==> src/rtl/disaggregator.sv <==
// Splits wide FIFO words into narrow words, emitting the low W words of each.
// Ports: sender_* pops wide words (FWFT), receiver_* pushes narrow words,
// change_fetch_width/input_fetch_width request a new per-word width W.
module disaggregator #(
  parameter int DATA_WIDTH  = 8,
  parameter int FETCH_WIDTH = 6,
  localparam int IW = $clog2(FETCH_WIDTH + 1),
  localparam int BW = FETCH_WIDTH * DATA_WIDTH
) (
  input  logic                  clk,
  input  logic                  rst_n,
  input  logic [BW-1:0]         sender_data,
  input  logic                  sender_empty_n,
  output logic                  sender_deq,
  output logic [DATA_WIDTH-1:0] receiver_data,
  input  logic                  receiver_full_n,
  output logic                  receiver_enq,
  input  logic                  change_fetch_width,
  input  logic [IW-1:0]         input_fetch_width
);

  localparam logic [IW-1:0] FW_MAX = IW'(FETCH_WIDTH);

  logic [BW-1:0]         wide_q, wide_d;
  logic [IW-1:0]         idx_q, idx_d;
  logic [IW-1:0]         w_q, w_d;
  logic [IW-1:0]         p_q, p_d;
  logic                  vld_q, vld_d;
  logic                  pend_q, pend_d;
  logic                  last;
  logic                  boundary;
  logic [IW-1:0]         req_w;
  logic [DATA_WIDTH-1:0] word;

  always_comb begin
    word = '0;
    for (int k = 0; k < FETCH_WIDTH; k++) begin
      if (idx_q == IW'(k)) begin
        word = wide_q[k*DATA_WIDTH +: DATA_WIDTH];
      end
    end
  end

  assign receiver_data = (vld_q && rst_n) ? word : '0;
  assign last          = (idx_q == w_q - 1'b1);
  assign receiver_enq  = vld_q & receiver_full_n & rst_n;
  // Boundary: no word held, or the last word of the held one leaves now.
  assign boundary      = !vld_q || (receiver_enq && last);
  assign sender_deq    = sender_empty_n & rst_n & boundary;

  assign req_w = (input_fetch_width == '0 || input_fetch_width > FW_MAX)
               ? FW_MAX : input_fetch_width;

  always_comb begin
    wide_d = wide_q;
    idx_d  = idx_q;
    vld_d  = vld_q;
    w_d    = w_q;
    p_d    = p_q;
    pend_d = pend_q;
    if (sender_deq) begin
      wide_d = sender_data;
      vld_d  = 1'b1;
      idx_d  = '0;
    end else if (receiver_enq) begin
      if (last) begin
        vld_d = 1'b0;
        idx_d = '0;
      end else begin
        idx_d = idx_q + 1'b1;
      end
    end
    // Width switches only between words; a word loaded now uses w_d.
    if (boundary && pend_q) begin
      w_d    = p_q;
      pend_d = 1'b0;
    end
    // A request seen this cycle waits for the following boundary.
    if (change_fetch_width) begin
      p_d    = req_w;
      pend_d = 1'b1;
    end
  end

  always_ff @(posedge clk) begin
    if (!rst_n) begin
      wide_q <= '0;
      idx_q  <= '0;
      vld_q  <= 1'b0;
      w_q    <= FW_MAX;
      p_q    <= FW_MAX;
      pend_q <= 1'b0;
    end else begin
      wide_q <= wide_d;
      idx_q  <= idx_d;
      vld_q  <= vld_d;
      w_q    <= w_d;
      p_q    <= p_d;
      pend_q <= pend_d;
    end
  end

endmodule

==> config.mk <==
export PLATFORM = sky130hd
export DESIGN_NAME = disaggregator
export DESIGN_NICKNAME = d
export VERILOG_FILES = /design/src/rtl/disaggregator.sv
export SDC_FILE = /design/constraint.sdc
export NUM_CORES = 1
export LEC_CHECK = 0
export ABC_CLOCK_PERIOD_IN_PS = 2350
export CAP_MARGIN = 40
export CORE_AREA = 4 4 80 82
export CTS_BUF_LIST = sky130_fd_sc_hd__clkbuf_2 sky130_fd_sc_hd__clkbuf_4 sky130_fd_sc_hd__clkbuf_8
export CTS_CLUSTER_DIAMETER = 30
export DETAILED_ROUTE_END_ITERATION = 6
export DIE_AREA = 0 0 84 86
export GPL_TIMING_DRIVEN = 0
export PLACE_DENSITY = 0.85
export SETUP_SLACK_MARGIN = 0.05
export SYNTH_ARGS = -nofsm -noshare
export SYNTH_HDL_FRONTEND = slang
export SYNTH_SLANG_ARGS = --single-unit
==> constraint.sdc <==
create_clock -name clk -period 2.35 [get_ports clk]
set_input_delay 0.47 -clock clk [delete_from_list [all_inputs] [get_ports clk]]
set_output_delay 0.47 -clock clk [all_outputs]
set_load 0.02 [all_outputs]
After elaboration in Yosys (flattened, before gate mapping)
Cells that the tools add are included.

operators by class
  reductions and logical operators = 13
  add/subtract/negate cells = 2
  bitwise logic cells = 5
  order comparisons = 1
  mux-type cells = 14
  equal/unequal tests = 6

operator list
  cell                                                  count
  two-way mux 8 bit                                     7
  equality test 3 x 2 -> 1 bit (second input constant)  2
  equality test 3 bit (second input constant)           2
  logical NOT 3 bit                                     2
  two-way mux 3 bit                                     2
  nonzero test 2 bit                                    3
  two-way mux 1 bit                                     5
  bitwise AND 1 bit                                     4
  adder 3 x 1 -> 3 bit (second input constant)          1
  equality test 3 x 1 -> 1 bit (second input constant)  1
  equality test 3 bit                                   1
  > comparator 3 bit (second input constant)            1
  logical AND 1 bit                                     3
  subtractor 3 x 1 -> 3 bit (second input constant)     1
  logical OR 1 bit                                      2
  AND reduction 2 bit                                   1
  OR reduction 2 bit                                    1
  logical NOT 1 bit                                     1
  NOT 1 bit                                             1

word-level totals
  word-level logic and storage cells = 47
  bits of input ports = 56
  output and inout bits = 10
  register bits after elaboration = 59

Longest topological paths before layout
Gate-level depths: netlist of the first run.

  depth after elaboration = 8
  gate-level depth with buffers = 8
  depth with buffers taken out = 6

Least setup slack after synthesis of the first run
OpenSTA, ideal clock, no wires.

  kind = register -> output
  from = register idx_q[1]
  to = output port receiver_data[5]
  stages on the path, launching flop included = 8
  path buffers = 2
  arrival time = 1994 ps
  setup slack = -114 ps
  required time = 1880 ps
  path through = dfxtp_1 > inv_1 > ha_1 > clkbuf_1 > nand2_1 > clkbuf_1 > nor2_1 > a311oi_1

between the ends
  longest elaborated chain between the ends = 8
  elaborated cells on any way between the ends = 13
  classes of those cells = eq/ne: 5; mux: 7; reduce/logical: 1

ends and longest elaborated chain
  what                             line  source
  from (decl)                      25    logic [IW-1:0] idx_q, idx_d;
  from (signal assigned)           95    idx_q <= idx_d;
  logical NOT 3 bit                38    if (idx_q == IW'(k)) begin
  two-way mux 8 bit (5 in series)  38
  two-way mux 8 bit *              38
  two-way mux 8 bit *              44    assign receiver_data = (vld_q && rst_n) ? word : '0;
  to (decl)                        15    output logic [DATA_WIDTH-1:0] receiver_data,

Every way passes the cells marked *; elsewhere a longest branch is shown, timed or not.

Worst setup path in the final report of the first run
  from = register idx_q[0]
  to = output port receiver_data[3]

The elaborated chain is that of the path after synthesis.

==> impl_results.md, run 1 <==
* Run status: finished with violations
* Failing checks: negative setup slack
* Crit path max-delay family: compound AO/OA/AOI/OAI gates
* Total global routing track utilization at 24.9%
* Critical path type: reg -> out
* Final net count at 508
* Clk Tree Root Cell: sky130_fd_sc_hd__clkbuf_8
* Via count of the first global-routing pass at 2995
* Max-cap violations at 0
* H-Tree Level Count at 3
* TritonCTS clock tree: done
* Count of flip-flops with a built-in enable after synthesis at 0
* Synth area leaders: sky130_fd_sc_hd__dfxtp_1 40%, sky130_fd_sc_hd__o21ai_0 16%, sky130_fd_sc_hd__nand2_1 9.8%
* Clock Sink Count at 59
* Floorplan Core Area at between 5000 and 6000 um^2
* Detailed-route vias per instance at between 5 and 6
* Proportion of synthesized chip area in sequential cells at 40.5%
* Slack of the worst reg-to-reg path at between 0.2 and 0.3 ns
* Final antenna-violating net count at 0
* Count of antenna diodes in the layout at 0
* Number of antenna violations at the first check in global routing at 0
* Starting utilization of the core area at 50.8%
* Leading post-synthesis cells by instance count: 91 x sky130_fd_sc_hd__o21ai_0, 76 x sky130_fd_sc_hd__nand2_1, 59 x sky130_fd_sc_hd__dfxtp_1, 15 x sky130_fd_sc_hd__clkbuf_1
* Number of I/O port buffers at 64
* Proportion of power drawn by flip-flops and latches at a little under half
* Crit. End Element: primary output
* Mapped Cells at 365
* Leftover overflow at the end of global routing at 0
* Number of synthesized register bits at 59
* First-pass DRT Iterations at 7
* Post-synth top area cell: sky130_fd_sc_hd__dfxtp_1
* Critical Path RT at approximately 1.9 ns
* Count of pins over their slew limit at 0
* Synthesized cell area at 2920 um^2
* First-pass GRT wire length at 14200 um
* Most used cell, CP: sky130_fd_sc_hd__buf_6
* Synth unique cells at 37
* Post-CTS Hold Fix Bufs at 0
* Growth of design area from synthesis to finish at 43.9%
* Total internal power at 0.00182 W
* Total leakage power at 1.61 nW
* Number of placement rows at 28
* Largest clock skew in the final design at 0.0105 ns
* Synth top area share at 40.5%
* Highest fanout seen on the critical path at 6
* Rel. slew slack at 63.9%
* Die Y-Extent at between 80 and 90 um
* Maximum VDD drop at around 0.45 mV
* Hpwl dp at 5600 um
* RSZ-0062 raised after global routing: yes
* Clock transition time at the flip-flop clock pins of the worst setup and hold paths at 0.06 ns
* Wire length reported by the detailed router at around 9100 um
* Final design instance area without fill at 4200 um^2
* Layout cell share with drive strength beyond 1 at about a quarter
* Crit. path cell count at 8
* Final period util at 108%
* Number of vias after detailed routing at 3039
* Signal arrival time at the worst endpoint at about 2.1 ns
* Die boundary width at approximately 84 um
* Type of the most critical hold path: reg -> reg
* Final Hold Vio Count at 0
* Comb power frac at 14.8%
* Mean instance size in the synthesized netlist at 7.99 um^2
* Sw Share at 25.5%
* Psw at 0.000623 W
* List of cells traversed by the critical path: buf_6 > ha_4 > buf_6 > nand3b_1 > a21oi_2 > o221ai_2 > a311oi_2 > buf_4
* Top flip-flop cell by instance count after synthesis: sky130_fd_sc_hd__dfxtp_1
* Pin count of the biggest net entering global routing at 19
* Die area at 7220 um^2
* Standard cell with the maximum stage delay on the critical path: sky130_fd_sc_hd__dfxtp_4
* Peak Freq at 395 MHz
* Critical Path Start Type: flip-flop
* Wire length per cell at between 15 and 20 um
* Power Dens Cells at 583 nW/um^2
* Bufs on Longest Clock Path at 2
* Worst r2r path cells at 9
* Placer congestion estimate at ~0.85
* Largest stage delay on the critical path at 0.36 ns
* Worst hold slack at 0.459 ns
* WHS Path Cells at 2
* Number of warnings issued by yosys at 0
* Number of buffers and inverters on the critical path at 3
* Share of synthesized flip-flops with an asynchronous set or reset at 0%
* Count of boundary I/O pins at 66
* Cell with the most instances after synthesis: sky130_fd_sc_hd__o21ai_0
* Post-layout minimum cycle time at 2.53 ns
* Number of DRC markers after the initial detailed-route iteration at 150
* Placed Area at 3660 um^2
* DRC violation count after routing at 0
* Setup-failing EPs final at 8
* Post-synth net total at between 400 and 500
* Later-pin clock latency in the skew report at 0.35 ns
* Final worst setup slack at -0.179 ns
* Clk pwr share at 39.4%
* Slew of the pin with the lowest slew margin at 0.537 ns
* Number of buffers created by CTS at 9
==> stage by stage <==
step	instances	utilization [%]	worst slack [ns]	TNS, ns	total power (W)
2_1_floorplan	365	-	-0.0924	-0.554	0.00128
3_3_place_gp	504	63.8	-0.675	-6.30	0.00143
3_5_place_dp	504	63.8	-0.771	-7.18	0.00144
4_1_cts	525	71.6	-0.187	-1.47	0.00241
5_1_grt	525	73.1	-0.244	-1.65	0.00251
6_report	525	73.1	-0.179	-1.21	0.00245
==> flip-flops by register name, summed over array words and instances (netlist names) <==
| signal | flops |
|---|---|
| wide_q | 48 |
| vld_q | 1 |
| pend_q | 1 |
| idx_q | 3 |
| p_q | 3 |
| w_q | 3 |
==> timing repair <==
item                                   in CTS  in global routing
setup endpoints to repair                  10                 11
endpoints found under the hold margin       0                  0
buffers inserted                           11                  1
cloned                                      1                  0
pin swaps                                  27                 18
gates resized for setup                   108                 23
==> worst paths after layout <==
| path | from | end |
|---|---|---|
| worst max-delay path | idx_q[0]$_SDFFE_PP0N_ | receiver_data[3] |
| worst min-delay path | wide_q[42]$_SDFFE_PN0P_ | wide_q[42]$_SDFFE_PN0P_ |
| worst max register to register | w_q[0]$_SDFFE_PN0P_ | wide_q[17]$_SDFFE_PN0P_ |
| worst min register to register | wide_q[42]$_SDFFE_PN0P_ | wide_q[42]$_SDFFE_PN0P_ |
==> worst register-to-register path: cells and delay by family, from the launching register on <==
family,cells,cell delay [ns]
XOR/XNOR,1,0.25
buffers and inverters,4,0.53
adder cells (fa/ha/maj),1,0.25
flip-flops,1,0.33
AO/OA/AOI/OAI,1,0.24
AND/OR/NAND/NOR,2,0.38
==> power by group through the flow <==
stage / logic, W / registers, W / clock network [W]
2_1_floorplan: 0.000167 / 0.00112 / 0
3_3_place_gp: 0.000298 / 0.00113 / 0
3_5_place_dp: 0.000306 / 0.00113 / 0
4_1_cts: 0.000345 / 0.00111 / 0.000948
5_1_grt: 0.000393 / 0.00112 / 0.000995
6_report: 0.000363 / 0.00112 / 0.000964
==> area by class of cell <==
cell class                      count  area, um^2
Buffer                             23         148
Clock buffer                       13         166
Clock inverter                      2        35.0
Fill cell                         430        1550
Inverter                            8        35.0
Multi-Input combinational cell    268        1790
Sequential cell                    59        1190
Tap cell                           75        93.8
Timing Repair Buffer               77         742
==> per-layer routing <==
layer | part of all wire [%] | GRT usage [%]
met2 | 48 | 41.7
met5 | 0 | 0
met4 | 5.0 | 14.6
met3 | 6.1 | 5.96
met1 | 41 | 29.0
==> logic make-up (layout without fill, tap and decap cells) <==
family                     after synthesis  count (layout)  synth area share, %
buffers and inverters                   38             123                 7.59
muxes                                    1               1                0.343
xor gates and xnor gates                 3               3                 1.46
DFF                                     59              59                 40.5
adders and majority gates                6               6                 2.57
AOI/OAI and AO/OA                      141             141                 29.2
and+or+nand+nor                        117             117                 18.4
==> cell usage in the layout, fill, tap and decap left out, drive strengths merged <==
cell type	synthesis	layout
nor3	1	1
xnor2	2	2
xor3	1	1
inv	8	8
a21o	8	8
buf	9	27
mux2i	1	1
or3	2	2
o211ai	1	1
clkdlybuf4s50	0	52
o21ai	102	102
bufinv	0	1
nand3b	9	9
and2b	1	1
o221ai	8	8
a311oi	8	8
a31o	1	1
clkinv	0	1
dlygate4sd3	1	1
a21oi	11	11
dlygate4sd2	0	1
nor2	11	11
clkbuf	20	30
o41ai	1	1
nor4	1	1
a21boi	1	1
and2	2	2
nand3	8	8
nand2b	4	4
or2	2	2
dfxtp	59	59
nand2	76	76
dlymetal6s2s	0	2
ha	6	6
Power figures use the tool's default switching activity.
==> inputs of run 2 (changes only) <==
- ABC_AREA: not set -> 0
==> results of run 2 <==
No change in the layout: final DEF, timing and power equal those of run 1.
==> inputs of run 3 (changes only) <==
- SETUP_SLACK_MARGIN: 0.05 -> 0.4
- SKIP_CTS_REPAIR_TIMING: not set -> 1
- SLEW_MARGIN: not set -> 40
==> run 3 against run 2 <==
The flow still finishes with violations (negative setup slack). Critical endpoint is now sender_deq. Sequential cell count unchanged. Sequential share of layout area decreased by 1.9 points. Largest power group unchanged. Utilization grew 5.3 points. First-iteration DRC count grew 10%. Critical path depth did not move.
==> impl_results.md, run 3 (same netlist as run 1, synthesis figures left out) <==
* Die Y-Extent at 86 um (unchanged)
* TNS Setup at -1.98 ns (was -1.21 ns)
* Via count of the first global-routing pass at 2810 (was 2995)
* Clock Sink Count at 59 (unchanged)
* Total global routing track utilization at 23.0% (was 24.9%)
* Number of I/O port buffers at 64 (unchanged)
* Growth of design area from synthesis to finish at 54.4% (was 43.9%)
* Crit. End Element: primary output (unchanged)
* Clock transition time at the flip-flop clock pins of the worst setup and hold paths at 0.07 ns (was 0.06 ns)
* Critical Path Start Type: flip-flop (unchanged)
* Number of antenna violations at the first check in global routing at 0 (unchanged)
* Number of vias after detailed routing at 2939 (was 3039)
* First-pass GRT wire length at 13200 um (was 14200 um)
* Maximum VDD drop at 0.365 mV (was 0.453 mV)
* Failing checks: negative setup slack (unchanged)
* First-pass DRT Iterations at 5 (was 7)
* Clk Tree Root Cell: sky130_fd_sc_hd__clkbuf_8 (unchanged)
* Leftover overflow at the end of global routing at 0 (unchanged)
* Hpwl dp at 5840 um (was 5600 um)
* RSZ-0062 raised after global routing: yes (unchanged)
* DRC violation count after routing at 0 (unchanged)
* Run status: finished with violations (unchanged)
* Placer congestion estimate at 0.855 (was 0.853)
* Pin count of the biggest net entering global routing at 11 (was 19)
* Layout cell share with drive strength beyond 1 at 28.2% (was 25.6%)
* Number of flip-flops under the largest register name at 48 (unchanged)
* Signal arrival time at the worst endpoint at 2.31 ns (was 2.06 ns)
* Peak Freq at 360 MHz (was 395 MHz)
* Floorplan Core Area at 5750 um^2 (unchanged)
* Rel. slew slack at 61.4% (was 63.9%)
* Worst hold slack at 0.456 ns (was 0.459 ns)
* Final worst setup slack at -0.428 ns (was -0.179 ns)
* Final Hold Vio Count at 0 (unchanged)
* Max-cap violations at 0 (unchanged)
* Die area at 7220 um^2 (unchanged)
* H-Tree Level Count at 3 (unchanged)
* Later-pin clock latency in the skew report at 0.34 ns (was 0.35 ns)
* Critical Path RT at 1.88 ns (about the same)
* Slew of the pin with the lowest slew margin at 0.575 ns (was 0.537 ns)
* Power Dens Cells at 583 nW/um^2 (about the same)
* Count of boundary I/O pins at 66 (unchanged)
* Die boundary width at 84 um (unchanged)
* Post-layout minimum cycle time at 2.78 ns (was 2.53 ns)
* Final antenna-violating net count at 0 (unchanged)
* Number of buffers created by CTS at 9 (unchanged)
* Wire length reported by the detailed router at 8810 um (was 9120 um)
* Count of pins over their slew limit at 0 (unchanged)
* Detailed-route vias per instance at 5.51 (was 5.79)
* Critical path type: reg -> out (unchanged)
* Register bank with the most flops: wide_q (unchanged)
* Highest fanout seen on the critical path at 4 (was 6)
* Number of placement rows at 28 (unchanged)
* Bufs on Longest Clock Path at 2 (unchanged)
* Final net count at 515 (was 508)
* Cell Count, Final, Fillers Out at 533 (was 525)
* Type of the most critical hold path: reg -> reg (unchanged)
* Starting utilization of the core area at 50.8% (unchanged)
* Number of DRC markers after the initial detailed-route iteration at 165 (was 150)
* Commonest cells after routing, fill and taps aside: 73 x sky130_fd_sc_hd__nand2_1, 73 x sky130_fd_sc_hd__o21ai_0, 56 x sky130_fd_sc_hd__dfxtp_1 (was 91 x sky130_fd_sc_hd__o21ai_0, 69 x sky130_fd_sc_hd__nand2_1, 55 x sky130_fd_sc_hd__dfxtp_1)
* Wire length per cell at 16.5 um (was 17.4 um)
* Post-place setup slack at -0.848 ns (was -0.771 ns)
* Total power after layout at 0.00262 W (was 0.00245 W)
* TritonCTS clock tree: done (unchanged)
* Setup-failing EPs final at 9 (was 8)
* Largest clock skew in the final design at 0.00296 ns (was 0.0105 ns)
* Total leakage power at 1.68 nW (was 1.61 nW)
* Count of antenna diodes in the layout at 0 (unchanged)
* Final period util at 118% (was 108%)
* Number of instances in the placed design at 504 (unchanged)
## run 3: cell type report
cell class              instances  area [um^2]
well taps                      75         93.8
clock inverters                 3         67.6
clock buffers                  13          179
fillers                       411         1240
plain buffers                  30          258
multi-input cells             268         1900
repair buffers                 77          777
inverters                       8         37.5
flip-flops and latches         59         1190
## run 3: where the power goes
group | total, W | switching [W] | leakage, nW | internal, W
logic | 0.000386 | 0.000181 | 1.08 | 0.000205
registers | 0.00112 | 0.0000486 | 0.487 | 0.00107
clock network | 0.00112 | 0.000409 | 0.122 | 0.000713
total | 0.00262 | 0.000638 | 1.68 | 0.00199
## run 3: worst max-delay path, cell delays in order (launching register included)
cell	delay (ns)
sky130_fd_sc_hd__dfxtp_2	0.35
sky130_fd_sc_hd__inv_2	0.05
sky130_fd_sc_hd__ha_4	0.15
sky130_fd_sc_hd__xor3_2	0.41
sky130_fd_sc_hd__nor4_4	0.46
sky130_fd_sc_hd__or2_4	0.24
sky130_fd_sc_hd__buf_12	0.11
sky130_fd_sc_hd__buf_12	0.10
sky130_fd_sc_hd__buf_8	0.10
## run 3: path summary, 6_finish.rpt
kind	to	slack, ns	from	cells after the start
min	wide_q[1]$_SDFFE_PN0P_	0.46	wide_q[1]$_SDFFE_PN0P_	2
max reg2reg	wide_q[34]$_SDFFE_PN0P_	0.12	w_q[0]$_SDFFE_PN0P_	9
max	sender_deq	-0.43	w_q[0]$_SDFFE_PN0P_	8
min reg2reg	wide_q[1]$_SDFFE_PN0P_	0.46	wide_q[1]$_SDFFE_PN0P_	2
## run 3: routing by layer
metal  up-vias  wire, um  global-route usage (%)
met1      1367      3850                    26.8
met3        19       412                    4.61
li1       1455         -                       -
met4         0       185                    10.2
met2        98      4360                    40.9
met5         -         0                       0
## run 3: through the flow
stage,instance area (um^2),util (%)
floorplan,3220,-
global placement,3950,68.8
detailed placement,3950,68.8
CTS,4200,73.1
global route,4500,78.4
finish,4500,78.4
